**src/rtl/dual_issue_fetch_queue.sv**
```systemverilog
// Instruction queue between fetch and the dual-issue decoder.
// A circular buffer of {instr, pc} takes one entry per cycle. The two oldest
// entries are presented as a pair, and one or two entries pop per cycle.
// The read side is combinational from the head entries; there is no
// enqueue-to-output bypass.
//
// Handshake semantics:
//   - Enqueue: an entry is taken on a rising edge when enq_v_i & enq_ready_o
//     & !flush_i. enq_ready_o depends only on registered occupancy, so a full
//     queue refuses an entry even in a cycle where it pops.
//   - Dequeue: when deq_ready_i & v0_o, slot 0 is consumed. Slot 1 is also
//     consumed when v1_o & !do_single_issue_i.
module dual_issue_fetch_queue #(
  parameter int els_p        = 8,
  parameter int data_width_p = 32,
  parameter int pc_width_p   = 22
) (
  input  logic                      clk_i,
  input  logic                      reset_n_i,
  input  logic                      flush_i,
  input  logic                      enq_v_i,
  output logic                      enq_ready_o,
  input  logic [data_width_p-1:0]   enq_instr_i,
  input  logic [pc_width_p-1:0]     enq_pc_i,
  output logic [data_width_p-1:0]   instr0_o,
  output logic [data_width_p-1:0]   instr1_o,
  output logic [pc_width_p-1:0]     pc0_o,
  output logic [pc_width_p-1:0]     pc1_o,
  output logic                      v0_o,
  output logic                      v1_o,
  input  logic                      deq_ready_i,
  input  logic                      do_single_issue_i,
  output logic [$clog2(els_p):0]    count_o
);

  localparam int ptr_w_lp = $clog2(els_p);
  localparam int cnt_w_lp = ptr_w_lp + 1;
  localparam logic [cnt_w_lp-1:0]     full_lp = cnt_w_lp'(els_p);
  localparam logic [data_width_p-1:0] nop_lp  = data_width_p'(32'h0000_0013);

  logic [ptr_w_lp-1:0]     rd_ptr_q, rd_ptr_d;
  logic [ptr_w_lp-1:0]     wr_ptr_q, wr_ptr_d;
  logic [ptr_w_lp-1:0]     rd_ptr_p1;
  logic [cnt_w_lp-1:0]     count_q, count_d;
  logic [data_width_p-1:0] instr_mem_q [els_p];
  logic [pc_width_p-1:0]   pc_mem_q    [els_p];
  logic                    pair_contig;
  logic                    enq_fire;
  logic [1:0]              pop_n;

  // Head-of-queue presentation: slot outputs and occupancy-based handshakes.
  always_comb begin
    rd_ptr_p1   = rd_ptr_q + ptr_w_lp'(1);
    enq_ready_o = (count_q != full_lp);
    v0_o        = (count_q != '0);
    // The PC comparison wraps at pc_width_p bits. A fetch-side jump breaks the pair.
    pair_contig = (pc_mem_q[rd_ptr_p1] == pc_mem_q[rd_ptr_q] + pc_width_p'(1));
    v1_o        = (count_q >= cnt_w_lp'(2)) & pair_contig;
    instr0_o    = v0_o ? instr_mem_q[rd_ptr_q]  : nop_lp;
    pc0_o       = v0_o ? pc_mem_q[rd_ptr_q]     : '0;
    instr1_o    = v1_o ? instr_mem_q[rd_ptr_p1] : nop_lp;
    pc1_o       = v1_o ? pc_mem_q[rd_ptr_p1]    : '0;
    count_o     = count_q;
  end

  // Pop/enqueue decisions and next pointer/occupancy state; flush wins.
  always_comb begin
    pop_n = 2'd0;
    if (deq_ready_i && v0_o) begin
      pop_n = (v1_o && !do_single_issue_i) ? 2'd2 : 2'd1;
    end
    enq_fire = enq_v_i & enq_ready_o & ~flush_i;
    rd_ptr_d = rd_ptr_q;
    wr_ptr_d = wr_ptr_q;
    count_d  = count_q;
    if (flush_i) begin
      rd_ptr_d = '0;
      wr_ptr_d = '0;
      count_d  = '0;
    end else begin
      rd_ptr_d = rd_ptr_q + ptr_w_lp'(pop_n);
      wr_ptr_d = wr_ptr_q + ptr_w_lp'(enq_fire);
      count_d  = count_q + cnt_w_lp'(enq_fire) - cnt_w_lp'(pop_n);
    end
  end

  // Pointer and occupancy registers, cleared asynchronously.
  always_ff @(posedge clk_i or negedge reset_n_i) begin
    if (!reset_n_i) begin
      rd_ptr_q <= '0;
      wr_ptr_q <= '0;
      count_q  <= '0;
    end else begin
      rd_ptr_q <= rd_ptr_d;
      wr_ptr_q <= wr_ptr_d;
      count_q  <= count_d;
    end
  end

  // Entry storage; contents are not reset because invalid slots are masked.
  always_ff @(posedge clk_i) begin
    if (enq_fire) begin
      instr_mem_q[wr_ptr_q] <= enq_instr_i;
      pc_mem_q[wr_ptr_q]    <= enq_pc_i;
    end
  end

`ifndef SYNTHESIS
  // Structural invariants on occupancy, popping and refused enqueues.
  always @(posedge clk_i) begin
    if (reset_n_i) begin
      assert (count_q <= full_lp) else $error("count exceeds depth");
      assert (cnt_w_lp'(pop_n) <= count_q) else $error("pop exceeds count");
      if (enq_v_i && !enq_ready_o && !flush_i) begin
        assert (wr_ptr_d == wr_ptr_q) else $error("refused enqueue moved wr_ptr");
      end
    end
  end
`endif

endmodule

```
**config.mk**
```make
export PLATFORM = sky130hd
export DESIGN_NAME = dual_issue_fetch_queue
export DESIGN_NICKNAME = d
export VERILOG_FILES = /design/src/rtl/dual_issue_fetch_queue.sv
export SDC_FILE = /design/constraint.sdc
export NUM_CORES = 1
export LEC_CHECK = 0
export BUFFER_PORTS_ARGS = -buffer_cell sky130_fd_sc_hd__buf_2
export CORE_UTILIZATION = 40
export CTS_CLUSTER_SIZE = 16
export DETAILED_ROUTE_END_ITERATION = 7
export HOLD_SLACK_MARGIN = 0.12
export PLACE_DENSITY_LB_ADDON = 0.05
export SLEW_MARGIN = 20
export SYNTH_ARGS = -nofsm -noshare
export SYNTH_HDL_FRONTEND = slang
export SYNTH_SLANG_ARGS = --single-unit
```
**constraint.sdc**
```tcl
create_clock -name clk_i -period 16.2 [get_ports clk_i]
set_clock_uncertainty 0.2 [all_clocks]
set_input_delay 1.62 -clock clk_i [delete_from_list [all_inputs] [get_ports clk_i]]
set_output_delay 1.62 -clock clk_i [all_outputs]
set_load 0.05 [all_outputs]
```
Word-level counts from Yosys, hierarchy flattened --
Memories as Yosys holds them, arrays and structs flattened. Index checks and enable logic that the tools add are counted.
Word-level totals: register bits 10, bits in writable memories 432, output and inout port bits 115, word-level logic and storage cells 33, memories kept 2
Operators by class: $add $sub $neg 6, order comparisons 1, equal/unequal tests 2, multiplexer cells 11, bitwise operators 4, reduce and logical (&&, ||, !) cells 4
Memory list:
- instr_mem_q | words 8, width 32, read ports 2, clocked after Yosys merged registers in 0, wr ports 1, line 45 | logic [data_width_p-1:0] instr_mem_q [els_p];
- pc_mem_q | words 8, width 22, read ports 2, clocked after Yosys merged registers in 0, wr ports 1, line 46 | logic [pc_width_p-1:0] pc_mem_q [els_p];
Operators by type and width (count):
- $mux 32 | 2
- $mux 22 | 2
- $add 22x1->22 const B | 1
- $eq 22x22->1 | 1
- $mux 3 | 2
- $add 4x1->4 | 1
- $ge 4x2->1 const B | 1
- $mux 2 | 2
- $mux 4 | 1
- $ne 4x4->1 const B | 1
- $reduce_bool 4->1 | 1
- $sub 4x2->4 | 1
- $add 3x1->3 | 1
- $add 3x1->3 const B | 1
- $add 3x2->3 | 1
- $and 1x1->1 | 3
- $logic_and 1x1->1 | 2
- $mux 1 | 2
- $logic_not 1->1 | 1
- $not 1->1 | 1

Logic depth before layout (Yosys ltp) --
Gate-level depths: netlist of run 1. An unclocked memory read counts as a cell.
depth in word-level cells 9, depth in mapped cells 22, mapped depth without buffers 19

Worst setup path after synthesis of run 1 --
No wires, ideal clock.
path type in2reg, start point in flush_i, end point mem instr_mem_q[0][0], enable pin, library setup time 0.532 ns, arrival time 5.668 ns, required time 15.468 ns, slack 9.800 ns, cell stages on the path 3, buffers on the path 0, cells stage by stage and3b_1 nand2b_1 nor3_1
Between the ends: cells in the longest elaborated chain, start to end 4
RTL lines:
- from (decl) | line 20 | input logic flush_i,
- $not 1->1 | line 72 | enq_fire = enq_v_i & enq_ready_o & ~flush_i;
- $and 1x1->1 | line 72
- $mux 1 | line 102 | if (enq_fire) begin
- $mux 1 (not written as such) | line 103 | instr_mem_q[wr_ptr_q] <= enq_instr_i;
- to (decl) | line 45
Every way passes these cells.

Worst setup path after layout of run 1 --
start point reg rd_ptr_q[1], end point out pc1_o[21]
Between the ends: cells in the longest elaborated chain, start to end 5, elaborated cells between the ends (all ways) 6, classes of those cells add/sub: 2; eq/ne: 1; mux: 1; bitwise: 1; memory: 1
RTL lines:
- from (decl) | line 41 | logic [ptr_w_lp-1:0] rd_ptr_q, rd_ptr_d;
- from (signal assigned) | line 94 | rd_ptr_q <= rd_ptr_d;
- $mem_v2 8x22 *
- $add 22x1->22 / $mem_v2 8x22 (equally long branches)
- $eq 22x22->1 | line 57 | pair_contig = (pc_mem_q[rd_ptr_p1] == pc_mem_q[rd_ptr_q] + pc_width_p'(1));
- $and 1x1->1 | line 58 | v1_o = (count_q >= cnt_w_lp'(2)) & pair_contig;
- $mux 22 * | line 62 | pc1_o = v1_o ? pc_mem_q[rd_ptr_p1] : '0;
- to (decl) | line 28 | output logic [pc_width_p-1:0] pc1_o,
Mark *: on every way between the ends. The rest lies on a longest branch, timed or not.

==> results of run 1 <==
[stage by stage]
| step | power, W | setup WS, ps | util, % |
|---|---|---|---|
| 2_1_floorplan | 0.00263 | 9800 | - |
| 4_1_cts | 0.00420 | 7570 | 46.6 |
| 3_5_place_dp | 0.00303 | 8230 | 43.5 |
| 6_report | 0.00414 | 7910 | 46.7 |
| 3_3_place_gp | 0.00304 | 8280 | 43.5 |
| 5_1_grt | 0.00433 | 7520 | 46.7 |
[report_power, final]
part | internal (W) | total (W) | switching (W) | leakage [nW]
Sequential | 0.00129 | 0.00133 | 0.0000367 | 4.03
Combinational | 0.000619 | 0.00166 | 0.00104 | 3.13
Clock | 0.000689 | 0.00115 | 0.000465 | 0.815
Total | 0.00260 | 0.00414 | 0.00154 | 7.98
[layer usage]
| metal | vias to the layer above | track usage (%) |
|---|---|---|
| met3 | 63 | 2.90 |
| met1 | 6259 | 28.8 |
| li1 | 5091 | - |
| met5 | - | 0 |
| met4 | 2 | 5.51 |
| met2 | 331 | 34.6 |
[final cells by class]
class	count	area, um^2
Clock inverter	32	327
Antenna cell	2	5.00
Inverter	14	52.6
Multi-Input combinational cell	621	7660
Timing Repair Buffer	193	1030
Fill cell	4511	28000
Sequential cell	442	13200
Tap cell	688	861
Clock buffer	63	1350
[Yosys cell counts, types with 3 or more instances]
cell      instances  area share, %
a21oi_1          36           0.85
buf_1            11           0.19
buf_12            3           0.28
buf_2             9           0.21
buf_4             8           0.28
buf_6             6           0.32
clkbuf_1         38           0.67
dfrtp_1          10            1.2
edfxtp_1        432             61
ha_1             12           0.71
inv_1            13           0.23
mux2i_1          73            3.4
mux2i_2           7           0.45
mux4_2          214             23
nand2_1          76            1.3
nand2b_1          3          0.088
nand3_1           7           0.16
nand4_1           6           0.18
nor2_1           92            1.6
nor2b_1           7           0.21
nor3_1            6           0.14
nor4_4            3           0.30
o21ai_0           4          0.094
or3_1             4           0.12
xnor2_1          20           0.82
xor2_1           13           0.54
[sequential cells by signal, summed over array words and instances (netlist names)]
name         flops
instr_mem_q    256
pc_mem_q       176
count_o          4
rd_ptr_q         3
wr_ptr_q         3
[critical path, delay by kind of cell, from the launching register on]
kind                     cells  cell delay, ps
flip-flops                   1             890
AND/OR/NAND/NOR              4            1840
buffers and inverters        2            1070
multiplexers                 2            1010
XOR/XNOR                     1             730
adder cells (fa/ha/maj)      1             290
[cell usage in the layout (no fill, tap or decap), drive strengths merged, types with 3 or more instances in the layout]
cell | netlist | routed
buf | 37 | 193
a21oi | 36 | 36
nand4 | 6 | 6
nand2b | 3 | 3
dfrtp | 10 | 10
ha | 12 | 12
and2 | 3 | 3
xor2 | 14 | 14
edfxtp | 432 | 432
nor2 | 92 | 92
nor4 | 5 | 5
o21ai | 4 | 4
or3 | 4 | 4
xnor2 | 20 | 20
inv | 14 | 16
clkinv | 0 | 22
nor3 | 7 | 7
nand3 | 7 | 7
clkbuf | 38 | 63
mux2i | 81 | 81
bufinv | 0 | 6
mux4 | 216 | 216
nor2b | 7 | 7
nand2 | 77 | 77
[final timing paths]
| path | end | slack (ps) | depth (start not counted) |
|---|---|---|---|
| min in group asynchronous | count_o[2] | 710 | 1 |
| worst max-delay path | pc1_o[21] | 7910 | 10 |
| worst max register to register | count_o[3] | 9010 | 15 |
| max in group asynchronous | rd_ptr_q[1] | 14830 | 1 |
| worst min register to register | wr_ptr_q[0] | 450 | 2 |
| worst min-delay path | wr_ptr_q[0] | 450 | 2 |
[cells by family (layout without fill, tap and decap cells)]
| group | Yosys count | in the layout | share of synthesized area [%] |
|---|---|---|---|
| AOI/OAI and AO/OA | 49 | 49 | 1.27 |
| xor gates and xnor gates | 35 | 35 | 1.55 |
| adders and majority gates | 14 | 14 | 0.894 |
| buffers and inverters | 89 | 302 | 2.21 |
| DFF | 442 | 442 | 62.2 |
| muxes | 299 | 299 | 27.0 |
| other | 0 | 2 | 0 |
| and+or+nand+nor | 224 | 224 | 4.88 |
==> impl_metrics.py, run 1 <==
metrics = {
    "critical_path": {
        "crit_required_ps": 14380,
        "crit_path_max_fanout": 53,
        "arrival_ps": 6470,
        "cpPeakStageDelay_ps": 890,
        "path_cells": "ha_4 > xor2_4 > buf_4 > mux2i_1 > nand2_1 > or4_1 > mux2_2 > or4_4 > nor2_1 > buf_2",
        "cp-end-kind": "output pin",
        "cp_slowest_cell": "dfrtp_4",
        "setup.worst_path.start": "rd_ptr_q[1]",
        "critPathKind": "register to output pin",
        "start_kind": "register",
        "r2r_start": "rd_ptr_q[1]",
    },
    "clock_tree": {
        "cts_resized": 0,
        "cts_setup_buffers": 0,
        "clk_pin_slew_worst_paths_ps": 60,
        "cts_tree": "yes",
        "cts_max_path_buffers": 3,
        "cts.sinks": 442,
        "h-tree-depth": 2,
        "hold_buffers": 0,
        "cts_root_buf": "clkbuf_16",
        "cts_buffers": 51,
        "clk_latency_ps": 590,
    },
    "synthesis": {
        "syn_avg_cell_area_um2": 18.5,
        "synth_edf_count": 432,
        "synth_cell_types": 56,
        "synth-async-reset-ratio_pct": 2.26,
        "ys.warnings.count": 0,
        "synth_seq_cells": 442,
        "synth_fp_nets": 1226,
        "syn_area_mm2": 0.0213,
        "ys_seq_area_share_pct": 62.2,
        "synth_cells": 1152,
        "ys.flop_type": "edfxtp_1",
    },
    "timing": {
        "finalCriticalPeriod_ps": 8290,
        "hold_ws_ps": 449,
        "rsz0062_at_grt": "no",
        "maxSlewHeadroom_pct": 27.6,
        "tightest_slew_ps": 1080,
        "finalSetupTns_ps": 0,
        "period_share_pct": 51.2,
        "slew_violations": 0,
        "hold_violations": 0,
        "fmax_mhz": 121,
        "setup_viol": 0,
    },
    "place": {
        "placed_area_mm2": 0.0228,
        "port_buffers": 174,
        "dp_cells": 1958,
        "hpwl_um": 32400,
        "place_congestion": 0.793,
    },
    "detailed_routing": {
        "wl_met3_um": 2880,
        "drtPass1Iterations": 5,
        "top_layer": "met5",
        "wl_um": 55300,
        "first_iter_violations": 854,
        "wl_met2_um": 27500,
        "wire_per_inst_um": 26.9,
        "ant_nets": 0,
        "via_per_inst": 5.72,
        "wl_met1_um": 23900,
        "via_count": 11700,
        "drc_errors": 0,
    },
    "floorplan": {
        "die_area_mm2": 0.0541,
        "io_pins": 175,
        "start_util_pct": 40.5,
        "fp.dieH_um": 233,
        "rows": 84,
        "fp.dieW_um": 233,
        "core_mm2": 0.0526,
    },
    "final_layout": {
        "final_cells": 2055,
        "syn_to_final_growth_pct": 15.3,
        "drive_above_1_share_pct": 37.8,
        "fin_nets": 1397,
        "postLayoutCellArea_mm2": 0.0245,
    },
    "global_routing": {
        "track_usage_pct": 20.8,
        "antenna_found_initial": 4,
        "grt_max_degree": 129,
        "overflow": 0,
        "grt_pass1_vias": 12400,
        "grt_first_pass_wirelength_um": 81600,
    },
    "job": {
        "drv_cap": 0,
    },
    "min_path": {
        "hp-class": "register to register",
        "hp-start": "wr_ptr_q[0]",
    },
    "pwr": {
        "p_leak_nw": 7.98,
        "pwr_density_cell_mw_per_mm2": 169,
        "peakVddDrop_mv": 0.113,
    },
    "status": {
        "run_status": "complete, no violations",
    },
}
Power figures use the tool's default switching activity.
==> inputs of run 2 (changes only) <==
Clock period 16.2 ns to 8.6 ns, I/O delays scaled along.
==> run 2 against run 1 <==
- largest cell class unchanged
- register-to-register slack got worse by 6900 ps
- sequential share of layout area fell by 0.18 points
- cell area rose by 0.34%
- die area did not move
- hold slack got worse by 130 ps
==> impl_metrics.py, run 2 (synthesis gave the netlist of run 1 again) <==
metrics = {
    "status": {
        "run_status": "complete, no violations",
    },
    "critical_path": {
        "critPathKind": "register to output pin",
        "start_kind": "register",
        "cp_top_family": "simple AND/OR/NAND/NOR gates",
        "critical_path_buf_inv_count": 4,
        "cpPeakStageDelay_ps": 920,
        "cp_slowest_cell": "or4_4",
        "path_cells": "buf_4 > mux4_2 > mux2i_1 > inv_1 > ha_1 > inv_1 > nor3_1 > and2_4 > nand2_1 > or4_1 > mux2_2 > or4_4 > a21oi_1 > buf_2",
        "arrival_ps": 5930,
        "cp-end-kind": "output pin",
        "cpMostUsedCell": "inv_1",
        "crit_required_ps": 7540,
        "crit_path_max_fanout": 53,
    },
    "floorplan": {
        "rows": 84,
        "fp.dieH_um": 233,
        "die_area_mm2": 0.0541,
        "io_pins": 175,
        "core_mm2": 0.0526,
        "fp.dieW_um": 233,
        "start_util_pct": 40.5,
    },
    "final_layout": {
        "largest-register": "instr_mem_q",
        "final_cells": 2061,
        "layout_common_cells": "edfxtp_1 (432), mux4_2 (214), buf_2 (174)",
        "syn_to_final_growth_pct": 15.7,
        "fin_nets": 1404,
        "drive_above_1_share_pct": 38.4,
        "final_common_cell": "edfxtp_1",
        "largest_reg_flops": 256,
    },
    "clock_tree": {
        "cts_tree": "yes",
        "cts_max_path_buffers": 3,
        "clk_pin_slew_worst_paths_ps": 60,
        "clk_latency_ps": 600,
        "cts_buffers": 51,
        "cts_root_buf": "clkbuf_16",
        "cts.sinks": 442,
        "h-tree-depth": 2,
    },
    "global_routing": {
        "grt_pass1_vias": 12400,
        "antenna_found_initial": 7,
        "grt_first_pass_wirelength_um": 81600,
        "track_usage_pct": 20.9,
        "overflow": 0,
        "grt_max_degree": 101,
    },
    "timing": {
        "hold_violations": 0,
        "slew_violations": 0,
        "setup_viol": 0,
        "maxSlewHeadroom_pct": 25.4,
        "fmax_mhz": 143,
        "period_share_pct": 81.3,
        "worst_slack_ps": 1610,
        "tightest_slew_ps": 1120,
        "rsz0062_at_grt": "no",
        "finalSetupTns_ps": 0,
        "finalCriticalPeriod_ps": 6990,
    },
    "pwr": {
        "pwr_density_cell_mw_per_mm2": 317,
        "p_total_w": 0.00781,
        "p_leak_nw": 8.04,
        "peakVddDrop_mv": 0.204,
    },
    "detailed_routing": {
        "ant_nets": 0,
        "via_count": 11700,
        "drc_errors": 0,
        "via_per_inst": 5.68,
        "drtPass1Iterations": 5,
        "wire_per_inst_um": 27.0,
        "wl_um": 55600,
        "first_iter_violations": 733,
    },
    "place": {
        "hpwl_um": 32200,
        "port_buffers": 174,
        "place_congestion": 0.794,
        "place_ws_ps": 2020,
        "dp_cells": 1964,
    },
    "job": {
        "drv_cap": 0,
    },
    "min_path": {
        "hp-class": "primary input to register",
    },
}
==> run 2: cell count changes in the layout (fill, tap and decap cells not counted), sizes merged <==
cell and change:
buf +6, clkinvlp -2, bufinv +1, clkbuf +1
clkinv -1, dlygate4sd3 +1
==> run 2: final timing paths <==
kind / startpoint / endpoint / slack [ps] / depth (start not counted)
max: rd_ptr_q[0] / instr1_o[15] / 1610 / 14
min: enq_instr_i[14] / instr_mem_q[5][14] / 320 / 1
min reg2reg: wr_ptr_q[0] / wr_ptr_q[0] / 450 / 2
max in group asynchronous: reset_n_i / rd_ptr_q[0] / 7430 / 2
max reg2reg: rd_ptr_q[0] / count_o[3] / 2070 / 19
min in group asynchronous: reset_n_i / wr_ptr_q[1] / 500 / 2
==> run 2: report_power, final <==
group | total, W | switching (W) | internal [W]
logic | 0.00309 | 0.00192 | 0.00117
registers | 0.00251 | 0.0000786 | 0.00243
clock network | 0.00221 | 0.000878 | 0.00134
==> run 2: area by class of cell <==
class,count,area [um^2]
Fill cell,4538,27900
Clock buffer,64,1370
Timing Repair Buffer,200,1080
Clock inverter,30,345
Inverter,14,52.6
Tap cell,688,861
Sequential cell,442,13200
Antenna cell,2,5.00
Multi-Input combinational cell,621,7660
==> run 2: per-stage QoR <==
step	area, um^2	util, %	hold slack [ps]
5_1_grt	24600	46.8	323
3_5_place_dp	22900	43.5	445
4_1_cts	24600	46.8	289
2_1_floorplan	21300	-	364
3_3_place_gp	22900	43.5	429
6_report	24600	46.8	324
==> run 2: what timing repair did <==
item | in CTS | in global routing
buffers inserted | 0 | 0
gates resized for setup | 0 | 0
endpoints found under the hold margin | 10 | 0
hold buffers | 1 | 0
==> run 2: metal layers <==
metal | vias up | wire length [um] | global-route usage (%)
met4 | 8 | 1180 | 5.86
met2 | 281 | 28100 | 35.4
met3 | 85 | 2960 | 3.98
met5 | - | 55 | 0
li1 | 5095 | - | -
met1 | 6243 | 23300 | 27.4
==> run 2: worst register-to-register path: stages, from the launching register on <==
cell and delay [ps]:
dfrtp_4 760, buf_4 660, mux4_2 340, mux2i_1 160, inv_1 120, ha_1 140
inv_1 60, nor3_1 370, and2_4 250, nand2_1 50, or4_1 400, mux2_2 300
or4_4 920, or3_1 550, ha_1 320, ha_1 280, a21o_1 180, a21oi_1 170
xnor2_1 130, nor2_1 50
